### src/rtl/cam_pkg.sv
// cam_pkg: shared types and defaults for the camera capture front end.
//   cam_state_t  - capture FSM states
//   rgb565_t     - 16-bit RGB565 pixel
//   CAM_WIDTH / CAM_HEIGHT / CAM_SYNC_STAGES - default geometry and sync depth
//   test_pattern - builds the synthetic pixel used when CAM_TEST_PATTERN_EN is defined
package cam_pkg;

  localparam int CAM_WIDTH       = 640;
  localparam int CAM_HEIGHT      = 480;
  localparam int CAM_SYNC_STAGES = 2;

  typedef enum logic [1:0] {
    S_WAIT_VSYNC,
    S_BLANK,
    S_HI,
    S_LO
  } cam_state_t;

  typedef struct packed {
    logic [4:0] r;
    logic [5:0] g;
    logic [4:0] b;
  } rgb565_t;

  // Pattern pixel: {line[4:0], pix[5:0], pix[4:0]}
  function automatic rgb565_t test_pattern(input logic [4:0] line, input logic [5:0] pix);
    rgb565_t p;
    p.r = line;
    p.g = pix;
    p.b = pix[4:0];
    return p;
  endfunction

endpackage

### src/rtl/sync_ff.sv
// sync_ff: multi-bit flip-flop chain synchronizer.
// Ports:
//   clk   - destination clock
//   rst_n - asynchronous active-low reset, clears every stage
//   d     - asynchronous input bus
//   q     - synchronized output, STAGES cycles behind d
// Every bit uses the same depth so a bus and its strobe stay aligned.
module sync_ff
  import cam_pkg::*;
#(
  parameter int WIDTH  = 1,
  parameter int STAGES = CAM_SYNC_STAGES
) (
  input  logic             clk,
  input  logic             rst_n,
  input  logic [WIDTH-1:0] d,
  output logic [WIDTH-1:0] q
);

  logic [WIDTH-1:0] stage [STAGES];

  // Shift register; stage 0 is the only one that sees the asynchronous input
  always_ff @(posedge clk or negedge rst_n) begin
    if (!rst_n) begin
      for (int i = 0; i < STAGES; i++) stage[i] <= '0;
    end else begin
      stage[0] <= d;
      for (int i = 1; i < STAGES; i++) stage[i] <= stage[i-1];
    end
  end

  assign q = stage[STAGES-1];

endmodule

### src/rtl/camera_capture.sv
// camera_capture: OV7670-style parallel camera front end.
// Synchronizes pclk/href/vsync/data into the system clock domain, pairs bytes
// into RGB565 pixels and flags malformed lines and frames.
// Ports:
//   system_clk_in   - system clock (>= 4x cam_pclk_in)
//   rst_n_in        - asynchronous active-low reset
//   cam_pclk_in     - camera pixel clock (asynchronous)
//   cam_href_in     - line active (asynchronous)
//   cam_vsync_in    - frame sync, high between frames (asynchronous)
//   cam_data_in     - camera byte, changes on pclk falling edge
//   pixel_out       - last assembled pixel {first byte, second byte}
//   valid_pixel_out - one-cycle pulse per completed pixel
//   frame_done_out  - one-cycle pulse per counted vsync rising edge
//   line_err_out    - sticky: bad line length or dangling byte
//   frame_err_out   - sticky: line count != HEIGHT at frame end
// Build option: define CAM_TEST_PATTERN_EN to replace camera bytes in pixel_out
// with {line_cnt[4:0], pix_cnt[5:0], pix_cnt[4:0]}.
module camera_capture
  import cam_pkg::*;
#(
  parameter int WIDTH       = CAM_WIDTH,
  parameter int HEIGHT      = CAM_HEIGHT,
  parameter int SYNC_STAGES = CAM_SYNC_STAGES
) (
  input  logic        system_clk_in,
  input  logic        rst_n_in,
  input  logic        cam_pclk_in,
  input  logic        cam_href_in,
  input  logic        cam_vsync_in,
  input  logic [7:0]  cam_data_in,
  output logic [15:0] pixel_out,
  output logic        valid_pixel_out,
  output logic        frame_done_out,
  output logic        line_err_out,
  output logic        frame_err_out
);

  localparam int PW = $clog2(WIDTH + 1);
  localparam int LW = $clog2(HEIGHT + 1);
  localparam logic [PW-1:0] PIX_MAX  = '1;
  localparam logic [LW-1:0] LINE_MAX = '1;
  localparam logic [PW-1:0] WIDTH_C  = PW'(WIDTH);
  localparam logic [LW-1:0] HEIGHT_C = LW'(HEIGHT);

  logic [2:0] ctrl_sync;
  logic [7:0] data_sync;

  sync_ff #(.WIDTH(3), .STAGES(SYNC_STAGES)) u_sync_ctrl (
    .clk   (system_clk_in),
    .rst_n (rst_n_in),
    .d     ({cam_pclk_in, cam_href_in, cam_vsync_in}),
    .q     (ctrl_sync)
  );

  sync_ff #(.WIDTH(8), .STAGES(SYNC_STAGES)) u_sync_data (
    .clk   (system_clk_in),
    .rst_n (rst_n_in),
    .d     (cam_data_in),
    .q     (data_sync)
  );

  logic       pclk_q, pclk_qq;
  logic       href_q, href_qq;
  logic       vsync_q, vsync_qq;
  logic [7:0] data_q;

  // One aligned register stage for every synced input plus a delayed copy of
  // the control bits for edge detection; data_q lines up with pe
  always_ff @(posedge system_clk_in or negedge rst_n_in) begin
    if (!rst_n_in) begin
      pclk_q   <= 1'b0;
      pclk_qq  <= 1'b0;
      href_q   <= 1'b0;
      href_qq  <= 1'b0;
      vsync_q  <= 1'b0;
      vsync_qq <= 1'b0;
      data_q   <= '0;
    end else begin
      pclk_q   <= ctrl_sync[2];
      href_q   <= ctrl_sync[1];
      vsync_q  <= ctrl_sync[0];
      pclk_qq  <= pclk_q;
      href_qq  <= href_q;
      vsync_qq <= vsync_q;
      data_q   <= data_sync;
    end
  end

  logic pe, href_fall, vsync_rise;
  assign pe         = pclk_q & ~pclk_qq;
  assign href_fall  = href_qq & ~href_q;
  assign vsync_rise = vsync_q & ~vsync_qq;

  cam_state_t    state;
  logic [PW-1:0] pix_cnt;
  logic [LW-1:0] line_cnt;
  logic [7:0]    hi_byte;
  rgb565_t       pixel_r;

  // Line close bookkeeping, shared by the plain href-fall path and the case
  // where vsync rises in the same cycle (line is closed before frame end)
  logic          close_line, close_bad;
  logic [PW-1:0] pix_cnt_inc;
  logic [LW-1:0] line_cnt_inc, line_cnt_closed;

  assign close_line      = href_fall && ((state == S_HI) || (state == S_LO));
  assign close_bad       = (pix_cnt != WIDTH_C) || (state == S_LO);
  assign pix_cnt_inc     = (pix_cnt == PIX_MAX) ? pix_cnt : pix_cnt + 1'b1;
  assign line_cnt_inc    = (line_cnt == LINE_MAX) ? line_cnt : line_cnt + 1'b1;
  assign line_cnt_closed = close_line ? line_cnt_inc : line_cnt;

  // Capture FSM with registered outputs; vsync rise takes priority over any
  // pixel activity in the same cycle, so a pending pixel is dropped
  always_ff @(posedge system_clk_in or negedge rst_n_in) begin
    if (!rst_n_in) begin
      state           <= S_WAIT_VSYNC;
      pix_cnt         <= '0;
      line_cnt        <= '0;
      hi_byte         <= '0;
      pixel_r         <= '0;
      valid_pixel_out <= 1'b0;
      frame_done_out  <= 1'b0;
      line_err_out    <= 1'b0;
      frame_err_out   <= 1'b0;
    end else begin
      valid_pixel_out <= 1'b0;
      frame_done_out  <= 1'b0;
      case (state)
        S_WAIT_VSYNC: begin
          // First vsync after reset only arms capture; the partial frame is discarded
          if (vsync_rise) begin
            pix_cnt  <= '0;
            line_cnt <= '0;
            state    <= S_BLANK;
          end
        end
        default: begin
          if (close_line && close_bad) line_err_out <= 1'b1;
          if (vsync_rise) begin
            frame_done_out <= 1'b1;
            if (line_cnt_closed != HEIGHT_C) frame_err_out <= 1'b1;
            if (href_q) line_err_out <= 1'b1;
            pix_cnt  <= '0;
            line_cnt <= '0;
            state    <= S_BLANK;
          end else if (close_line) begin
            line_cnt <= line_cnt_inc;
            pix_cnt  <= '0;
            state    <= S_BLANK;
          end else begin
            case (state)
              S_BLANK: begin
                if (href_q) begin
                  if (pe) begin
                    hi_byte <= data_q;
                    state   <= S_LO;
                  end else begin
                    state <= S_HI;
                  end
                end
              end
              S_HI: begin
                if (pe && href_q) begin
                  hi_byte <= data_q;
                  state   <= S_LO;
                end
              end
              S_LO: begin
                if (pe && href_q) begin
`ifdef CAM_TEST_PATTERN_EN
                  pixel_r <= test_pattern(5'(line_cnt), 6'(pix_cnt));
`else
                  pixel_r <= {hi_byte, data_q};
`endif
                  valid_pixel_out <= 1'b1;
                  pix_cnt         <= pix_cnt_inc;
                  state           <= S_HI;
                end
              end
              default: ;
            endcase
          end
        end
      endcase
    end
  end

  assign pixel_out = pixel_r;

endmodule
### config.mk
export PLATFORM = sky130hd
export DESIGN_NAME = camera_capture
export DESIGN_NICKNAME = d
export VERILOG_FILES = /design/src/rtl/cam_pkg.sv /design/src/rtl/sync_ff.sv /design/src/rtl/camera_capture.sv
export SDC_FILE = /design/constraint.sdc
export NUM_CORES = 1
export LEC_CHECK = 0
export ABC_CLOCK_PERIOD_IN_PS = 3130
export CORE_MARGIN = 2
export CORE_UTILIZATION = 60
export DETAILED_ROUTE_END_ITERATION = 10
export PLACE_DENSITY = 0.92
export REMOVE_ABC_BUFFERS = 1
export SLEW_MARGIN = 0
export SYNTH_ARGS = -nofsm -noshare
export SYNTH_HDL_FRONTEND = slang
export SYNTH_SLANG_ARGS = --single-unit
### constraint.sdc
create_clock -name system_clk_in -period 3.13 [get_ports system_clk_in]
set_input_delay 0.4695 -clock system_clk_in [delete_from_list [all_inputs] [get_ports system_clk_in]]
set_output_delay 0.4695 -clock system_clk_in [all_outputs]
set_load 0.02 [all_outputs]
==> results of run 1 <==
## cells by family after synthesis
family / count (synthesis)
compound gates: 39
xor+xnor: 2
fa+ha+maj: 3
buf+inv: 10
flops: 85
mux: 29
simple gates: 74
## worst max path at each step
stage                       to  slack, ns  cells past startpoint  startpoint
floorplan           pix_cnt[7]       1.39                      6  pix_cnt[0]
global route        pix_cnt[0]       1.05                      6  pix_cnt[0]
finish              pix_cnt[0]       1.20                      6  pix_cnt[0]
global placement    pix_cnt[7]       1.32                      6  pix_cnt[0]
CTS                 pix_cnt[0]       1.22                      6  pix_cnt[0]
detailed placement  pix_cnt[0]       1.25                      6  pix_cnt[0]
## state kept, by name (all words and copies together), names as in the netlist, 2 cells and up
register           count
u_sync_ctrl.stage      3
data_q                 8
pixel_out             16
state                  2
u_sync_data.q          8
u_sync_data.stage      8
u_sync_ctrl.q          3
line_cnt               9
pix_cnt               10
hi_byte                8
## synth_stat cells, types with 2 or more instances
cell type,instances,area share (%)
and3b_1,2,0.54
and3_1,3,0.58
a21oi_1,10,1.5
nor3_1,3,0.46
dfrtp_1,85,66
nand3_1,7,1.1
and2_1,2,0.39
nor2b_1,4,0.77
nor2_1,17,2.0
nand2b_1,3,0.58
o31ai_1,3,0.69
inv_1,6,0.69
mux2i_1,5,1.5
nand4_1,5,0.96
nor4b_1,2,0.54
mux2_2,24,8.3
nand3b_4,2,1.2
or3_1,3,0.58
nand2_1,10,1.2
ha_1,3,1.2
buf_4,2,0.46
o21ai_0,15,2.3
o21ba_2,3,0.93
## where the power goes
| group | switching (mW) | internal, mW |
|---|---|---|
| sequential | 0.113 | 1.28 |
| combinational | 0.279 | 0.302 |
| clock | 0.398 | 0.379 |
## layer usage
metal,vias up,GRT usage [%],routed length (um)
met3,15,4.53,154
met4,0,12.9,146
met1,976,26.6,2420
li1,943,-,-
met2,44,33.5,2740
met5,-,0,0
## metrics by stage
stage / utilization [%] / hold slack, ns / power [mW] / setup slack [ns]
after floorplan: - / 0.174 / 1.73 / 1.39
after global placement: 70.1 / 0.331 / 1.96 / 1.32
after detailed placement: 70.1 / 0.335 / 2.00 / 1.25
after CTS: 74.1 / 0.304 / 2.78 / 1.22
after global routing: 74.1 / 0.359 / 2.88 / 1.05
final: 74.1 / 0.280 / 2.75 / 1.20
## cell type report
type / instances / area, sq um
clock buffer: 9 / 124
clock inverter: 7 / 80.1
fill: 321 / 1340
inverter: 6 / 22.5
multi-input combinational: 147 / 1070
sequential: 85 / 2130
tap: 70 / 87.6
timing repair buffer: 32 / 318
==> impl_metrics.csv, run 1 <==
group,metric,value,unit
floorplan,ioPinCount,33,
critical_path,cpPeakStageDelay,0.50,ns
floorplan,die_h,77.6,um
cts,cts-root-buf,"clkbuf_8",
cts,h-tree-depth,3,
critical_path,crit_chain,"ha_1, and3_1, nand4_1, a21oi_2, nand2b_1, o21ai_0",
route,wl_per_cell,15.3,um
place,gp_congestion,0.833,
critical_path,arrival,2.15,ns
route,drc,0,
synth,synth_top_family_by_area,"simple AND/OR/NAND/NOR gates",
route,drt-total-wl,5460,um
timing,final.period_utilization,61.6,%
power_and_ir_drop,peakVddDrop,0.487,mV
route,ant_nets,0,
finish,final_cells,356,
cts,cts_tree,"built",
place,portBuffers,32,
synth,synthXorXnorAreaFrac,0.540,%
cts,clk_pin_slew,0.09,ns
critical_path,cp_max_fo,17,
finish,layout-drive-gt1-share,18.5,%
place,place_area,0.00363,sq mm
critical_path,worstSetupEndpointType,"flop",
timing,timing.final.max_slew_violations,0,
cts,clock_latency,0.36,ns
cts,clockBufferDepth,2,
synth,synth_compound_area_share,7.52,%
synth,synth_warnings,0,
run_status,outcome,"finished, final reports clean",
cts,hold_buffers,0,
synth,synth.yosys.seq_area_share,65.5,%
route,dr.pass1.iters,4,
timing,relSlewSlack,33.7,%
timing,tightest_slew,0.995,ns
finish,layout_common_cells,"dfrtp_1, clkdlybuf4s50_1, mux2_2",
finish,post-route-cell-area,0.00383,sq mm
synth,synth_flop_cell,"dfrtp_1",
timing,finClkSkew,0.0129,ns
critical_path,path_class,"flop to flop",
critical_path,cp_num_buf_inv,0,
timing,setup_viol,0,
critical_path,r2r_end,"pix_cnt[0]",
cts,cts_buffers,9,
critical_path,startpoint_type,"flop",
synth,synthAdderAreaFrac,1.16,%
power_and_ir_drop,p_leak,1.69,nW
place,dp_cells,340,
timing,rsz0062_at_grt,"no",
route,via_count,1978,
grt,grt_max_degree,86,
cts,postCtsSetupBuffers,0,
floorplan,die_w,77.6,um
route,drt_iter0_drc,147,
synth,ys_ff_latch,85,
timing,clock.fmax,0.519,GHz
cts,cts_resized,0,
synth,synth_edf_count,0,
place,dp_hpwl,3670,um
finish,final_nets,297,
critical_path,critical-path-top-delay-family,"compound AO/OA/AOI/OAI gates",
finish,final_common_cell,"dfrtp_1",
critical_path,cp_data_required_time,3.36,ns
critical_path,crit_slowest_cell,"a21oi_2",
critical_path,rrSetupSlack,1.20,ns
synth,synthCells,242,
grt,grt_pass1_wl,9460,um
floorplan,design.die.area,0.00601,sq mm
floorplan,core_region_area,0.00517,sq mm
timing,finalHoldViolations,0,
finish,diodes,0,
synth,avgSynthCellArea,13.4,sq um
cts,cts_sinks,85,
synth,synthArstFlopShare,100,%
grt,first_global_vias,2007,
grt,grt_usage,21.0,%
critical_path,r2r-start,"pix_cnt[0]",
route,vias_per_cell,5.56,
hold_path,hold_path.class,"primary input to asynchronous set/reset pin",
grt,grt_remaining_overflow,0,
floorplan,initial_core_util,62.7,%
synth,syn_area,0.00325,sq mm
floorplan,core.rowCount,26,
synth,synthSimpleGateAreaFrac,14.0,%
finish,syn2layout_area_growth,18.0,%
grt,antenna_found_initial,0,
timing,fin_crit,1.93,ns
timing,final.setup.tns,0,ns
run,cap_violations,0,
synth,ys_types,46,
power_and_ir_drop,power_density,717,mW/mm^2
synth,synthMuxAreaShare,9.87,%
critical_path,rr_worst_depth,6,
Note: power is estimated with default switching activity, not from simulation.
==> run 2, diff against run 1 <==
ABC_CLOCK_PERIOD_IN_PS = 1700   (was 3130)
CORE_UTILIZATION = 50   (was 60)
PLACE_DENSITY = 0.82   (was 0.92)
clock period = 1.7 ns   (was 3.13 ns; I/O delays follow)
==> run 2 against run 1 <==
  * The run now ends with setup timing left
  * Clock power rose by 69%
  * Highest routed layer unchanged
  * Largest power group unchanged
  * Core utilization fell by 8.0 points
  * First-iteration DRC count fell by 20%
  * Sequential cell count did not move
  * Critical path depth did not move
  * Power rose by 86%
==> impl_metrics.csv, run 2 (synthesized netlist as in run 1, its figures left out) <==
group,metric,value,unit
timing,tightest_slew,0.367,ns
timing,setup_viol,1,
grt,antenna_found_initial,0,
grt,grt_remaining_overflow,0,
timing,clock.fmax,0.587,GHz
route,dr.pass1.iters,4,
route,drc,0,
cts,cts_buffers,9,
hold_path,hold_start,"cam_data_in[2]",
critical_path,rrSetupSlack,-0.005,ns
route,drt-total-wl,6070,um
floorplan,initial_core_util,51.4,%
cts,cts_tree,"built",
timing,fin_crit,1.70,ns
place,gp_congestion,0.911,
run_status,violations,"setup timing",
place,portBuffers,32,
finish,syn2layout_area_growth,28.5,%
timing,final.setup.tns,-0.00482,ns
place,pre_cts_slack,-0.0243,ns
critical_path,rr_worst_depth,6,
finish,final_common_cell,"dfrtp_1",
power_and_ir_drop,peakVddDrop,0.755,mV
finish,layout_common_cells,"dfrtp_1, buf_4, clkdlybuf4s50_1",
grt,use_met2,27.5,%
route,wl_per_cell,15.2,um
critical_path,r2r_end,"pix_cnt[3]",
grt,grt-busiest-layer,"met2",
power_and_ir_drop,p_leak,1.86,nW
grt,grt_pass1_wl,9860,um
timing,final.period_utilization,100,%
cts,clock_latency,0.34,ns
finish,diodes,0,
floorplan,core.rowCount,29,
hold_path,holdPathStages,1,
route,drt_iter0_drc,117,
floorplan,die_w,84.6,um
critical_path,cp_max_fo,6,
cts,clockBufferDepth,2,
floorplan,design.die.area,0.00715,sq mm
critical_path,worstSetupEndpointType,"flop",
timing,finalHoldViolations,0,
grt,use_met1,23.4,%
finish,layout-drive-gt1-share,30.5,%
critical_path,path_class,"flop to flop",
cts,cts_sinks,85,
finish,largest_reg_flops,16,
floorplan,ioPinCount,33,
timing,timing.final.max_slew_violations,0,
grt,grt_max_degree,37,
place,dp_hpwl,4120,um
finish,final_nets,335,
floorplan,core_region_area,0.00631,sq mm
cts,h-tree-depth,3,
hold_path,hold_path.class,"primary input to flop",
timing,holdWs,0.341,ns
critical_path,cp_data_required_time,1.90,ns
grt,first_global_vias,2129,
finish,fillers,482,
route,ant_nets,0,
route,vias_per_cell,5.40,
timing,rsz0062_at_grt,"yes",
power_and_ir_drop,power_density,1230,mW/mm^2
critical_path,startpoint_type,"flop",
cts,cts-root-buf,"clkbuf_8",
timing,relSlewSlack,75.5,%
grt,grt_usage,17.5,%
grt,grtUsageMet3,3.83,%
run,cap_violations,0,
route,via_count,2148,
floorplan,die_h,84.6,um
hold_path,hold_end,"u_sync_data.stage[10]",
run_status,outcome,"finished with violations",
critical_path,r2r-start,"pix_cnt[1]",
cts,clk_pin_slew,0.08,ns
timing,finClkSkew,0.00696,ns
timing,setup_slack,-0.00482,ns
critical_path,arrival,1.91,ns
-- run 2: critical path, cell delays in order, from the launching register on --
cell      delay (ns)
dfrtp_1         0.37
ha_2            0.19
and3_4          0.19
nand4_1         0.16
a21oi_4         0.26
nand2b_1        0.22
o21ai_0         0.16
-- run 2: layout make-up --
class	instances	area [sq um]	share of cell area, %
sequential	85	2130	51.0
multi-input combinational	147	1120	26.9
timing repair buffer	70	626	15.0
clock buffer	9	124	2.97
tap	77	96.3	2.31
clock inverter	4	52.6	1.26
inverter	6	22.5	0.540
-- run 2: worst max-delay path by stage --
stage / cells after the start / slack, ns / start / end
floorplan: 6 / -0.04 / pix_cnt[0] / pix_cnt[7]
global placement: 6 / 0.04 / pix_cnt[0] / pix_cnt[7]
detailed placement: 6 / -0.02 / pix_cnt[0] / pix_cnt[7]
CTS: 6 / 0.01 / pix_cnt[1] / pix_cnt[7]
global route: 6 / -0.08 / pix_cnt[1] / pix_cnt[3]
finish: 6 / -0.005 / pix_cnt[1] / pix_cnt[3]
-- run 2: metal layers --
metal	vias up	wire, um
li1	1014	-
met1	1076	2720
met2	47	3010
met3	11	194
met4	0	144
met5	-	0
-- run 2: timing repair --
action	CTS	global route
setup endpoints to repair	3	5
buffers inserted	0	4
resized for setup	1	14
cloned	0	1
hold endpoints to repair	23	0
hold buffers	1	0
pin swaps	3	8
-- run 2: report_power, final --
part / leakage [nW] / total [mW] / switching (mW) / internal [mW]
combinational: 0.725 / 1.27 / 0.581 / 0.687
clock: 0.0793 / 1.31 / 0.661 / 0.654
sequential: 1.06 / 2.53 / 0.177 / 2.35
-- run 2: metrics by stage --
stage	utilization, %	cells	total power, mW	area, sq um
2_1_floorplan	-	238	3.18	3220
3_3_place_gp	61.6	379	3.73	3890
3_5_place_dp	61.6	379	3.80	3890
4_1_cts	64.6	393	5.12	4080
5_1_grt	66.1	398	5.38	4170
6_report	66.1	398	5.11	4170
==> run 3, diff against run 2 <==
SKIP_CTS_REPAIR_TIMING = 1   (was unset)
==> run 3 against run 2 <==
  * Critical endpoint is now pix_cnt[9]
  * Non-clock buffer count shrank 3
  * Routed wire length shrank 2.2%
  * Count of clock-buffer cells in the layout is the same
  * Critical path type unchanged
  * Highest routed layer unchanged
  * The run now ends clean
  * Setup slack gained 0.065 ns
==> impl_metrics.csv, run 3 (synthesized netlist as in run 1, its figures left out) <==
group,metric,value,unit
run_status,outcome,"finished, final reports clean",
route,wl_per_cell,15.0,um
floorplan,die_h,84.6,um
power_and_ir_drop,p_total,5.09,mW
floorplan,design.die.area,0.00715,sq mm
grt,grt_usage,17.5,%
cts,clockBufferDepth,2,
finish,final_cells,395,
power_and_ir_drop,p_leak,1.84,nW
timing,tightest_slew,0.376,ns
route,drt_iter0_drc,96,
timing,setup_viol,0,
place,place_area,0.00389,sq mm
finish,layout_common_cells,"dfrtp_1, buf_4, clkdlybuf4s50_1",
grt,first_global_vias,2116,
cts,cts_tree,"built",
timing,fin_crit,1.64,ns
timing,clock.fmax,0.610,GHz
grt,antenna_found_initial,0,
timing,finClkSkew,0.00728,ns
critical_path,critical-path-top-delay-family,"compound AO/OA/AOI/OAI gates",
floorplan,initial_core_util,51.4,%
critical_path,worstSetupEndpointType,"flop",
floorplan,core_region_area,0.00631,sq mm
cts,cts-root-buf,"clkbuf_8",
timing,timing.final.max_slew_violations,0,
critical_path,crit_slowest_cell,"dfrtp_1",
cts,cts_buffers,9,
hold_path,hold_start,"cam_data_in[2]",
critical_path,cpPeakStageDelay,0.37,ns
grt,grt_max_degree,37,
hold_path,hold_path.class,"primary input to flop",
place,pre_cts_slack,-0.0243,ns
place,dp_hpwl,4120,um
place,portBuffers,32,
route,vias_per_cell,5.32,
cts,clock_latency,0.34,ns
critical_path,crit_chain,"ha_2, and3_4, nand4_1, a21oi_2, buf_6, nor3_1, o21ba_2",
route,drt-total-wl,5930,um
finish,final_nets,332,
critical_path,cp_max_fo,10,
floorplan,ioPinCount,33,
finish,diodes,0,
timing,finalHoldViolations,0,
critical_path,r2r-start,"pix_cnt[1]",
critical_path,cp_num_buf_inv,1,
route,via_count,2102,
place,dp_cells,379,
finish,post-route-cell-area,0.00414,sq mm
finish,syn2layout_area_growth,27.4,%
finish,largest_reg_flops,16,
grt,grt_pass1_wl,9840,um
floorplan,die_w,84.6,um
timing,setup_slack,0.0599,ns
critical_path,startpoint_type,"flop",
cts,clk_pin_slew,0.08,ns
power_and_ir_drop,power_density,1230,mW/mm^2
critical_path,path_class,"flop to flop",
run,cap_violations,0,
finish,final_common_cell,"dfrtp_1",
grt,grt_remaining_overflow,0,
finish,layout-drive-gt1-share,29.2,%
cts,cts_sinks,85,
route,drc,0,
cts,h-tree-depth,3,
power_and_ir_drop,peakVddDrop,0.755,mV
critical_path,setup.worst_path.start,"pix_cnt[1]",
floorplan,core.rowCount,29,
route,ant_nets,0,
timing,final.period_utilization,96.5,%
critical_path,arrival,1.88,ns
critical_path,cp_data_required_time,1.94,ns
place,gp_congestion,0.911,
timing,relSlewSlack,74.9,%
timing,rsz0062_at_grt,"yes",
route,dr.pass1.iters,4,
## run 3: cell types whose count changed in the layout (fill, tap and decap cells not counted)
cell and change:
o31ai_1 +1, a21oi_2 +1, buf_4 -2, o31ai_2 -1
buf_6 -1, nor4_4 +1, ha_1 +1, a21oi_4 -1
nand3_1 +1, mux2i_1 -1, ha_2 -1, nor4_2 -1
mux2i_2 +1, nand3_2 -1
## run 3: power breakdown
part           switching [mW]  total (mW)  internal, mW
clock                   0.663        1.32         0.654
sequential              0.182        2.53          2.35
combinational           0.576        1.24         0.668
## run 3: path summary, 6_finish.rpt
| check | endpoint | slack, ns | cells past startpoint |
|---|---|---|---|
| max in group asynchronous | pix_cnt[8] | 0.82 | 3 |
| setup / recovery | pix_cnt[9] | 0.06 | 7 |
| hold / removal | u_sync_data.stage[10] | 0.34 | 1 |
| min in group asynchronous | pixel_out[3] | 0.35 | 2 |
| setup reg to reg | pix_cnt[9] | 0.06 | 7 |
| hold reg to reg | u_sync_data.q[4] | 0.35 | 0 |
## run 3: per-stage QoR
stage	hold WS, ns	TNS [ns]	utilization [%]
2_1_floorplan	-0.0406	-0.0360	-
3_3_place_gp	0.173	0	61.6
3_5_place_dp	0.180	-0.0243	61.6
4_1_cts	-0.197	-0.0556	64.4
5_1_grt	0.331	-0.00316	65.5
6_report	0.340	0	65.5
## run 3: worst reg2reg max path: stages (launching register included)
cell     delay (ns)
dfrtp_1        0.37
ha_2           0.19
and3_4         0.19
nand4_1        0.12
a21oi_2        0.24
buf_6          0.17
nor3_1         0.06
o21ba_2        0.19
## run 3: metal layers
layer	global-route usage, %	part of all wire (%)
met4	8.37	2.4
met3	3.83	3.0
met5	0	0
met2	27.4	49
met1	23.4	46
## run 3: cell type report
type,instances,area [sq um]
Multi-Input combinational cell,147,1110
Inverter,6,22.5
Clock inverter,4,52.6
Timing Repair Buffer,67,599
Fill cell,487,2180
Tap cell,77,96.3
Clock buffer,9,124
Sequential cell,85,2130
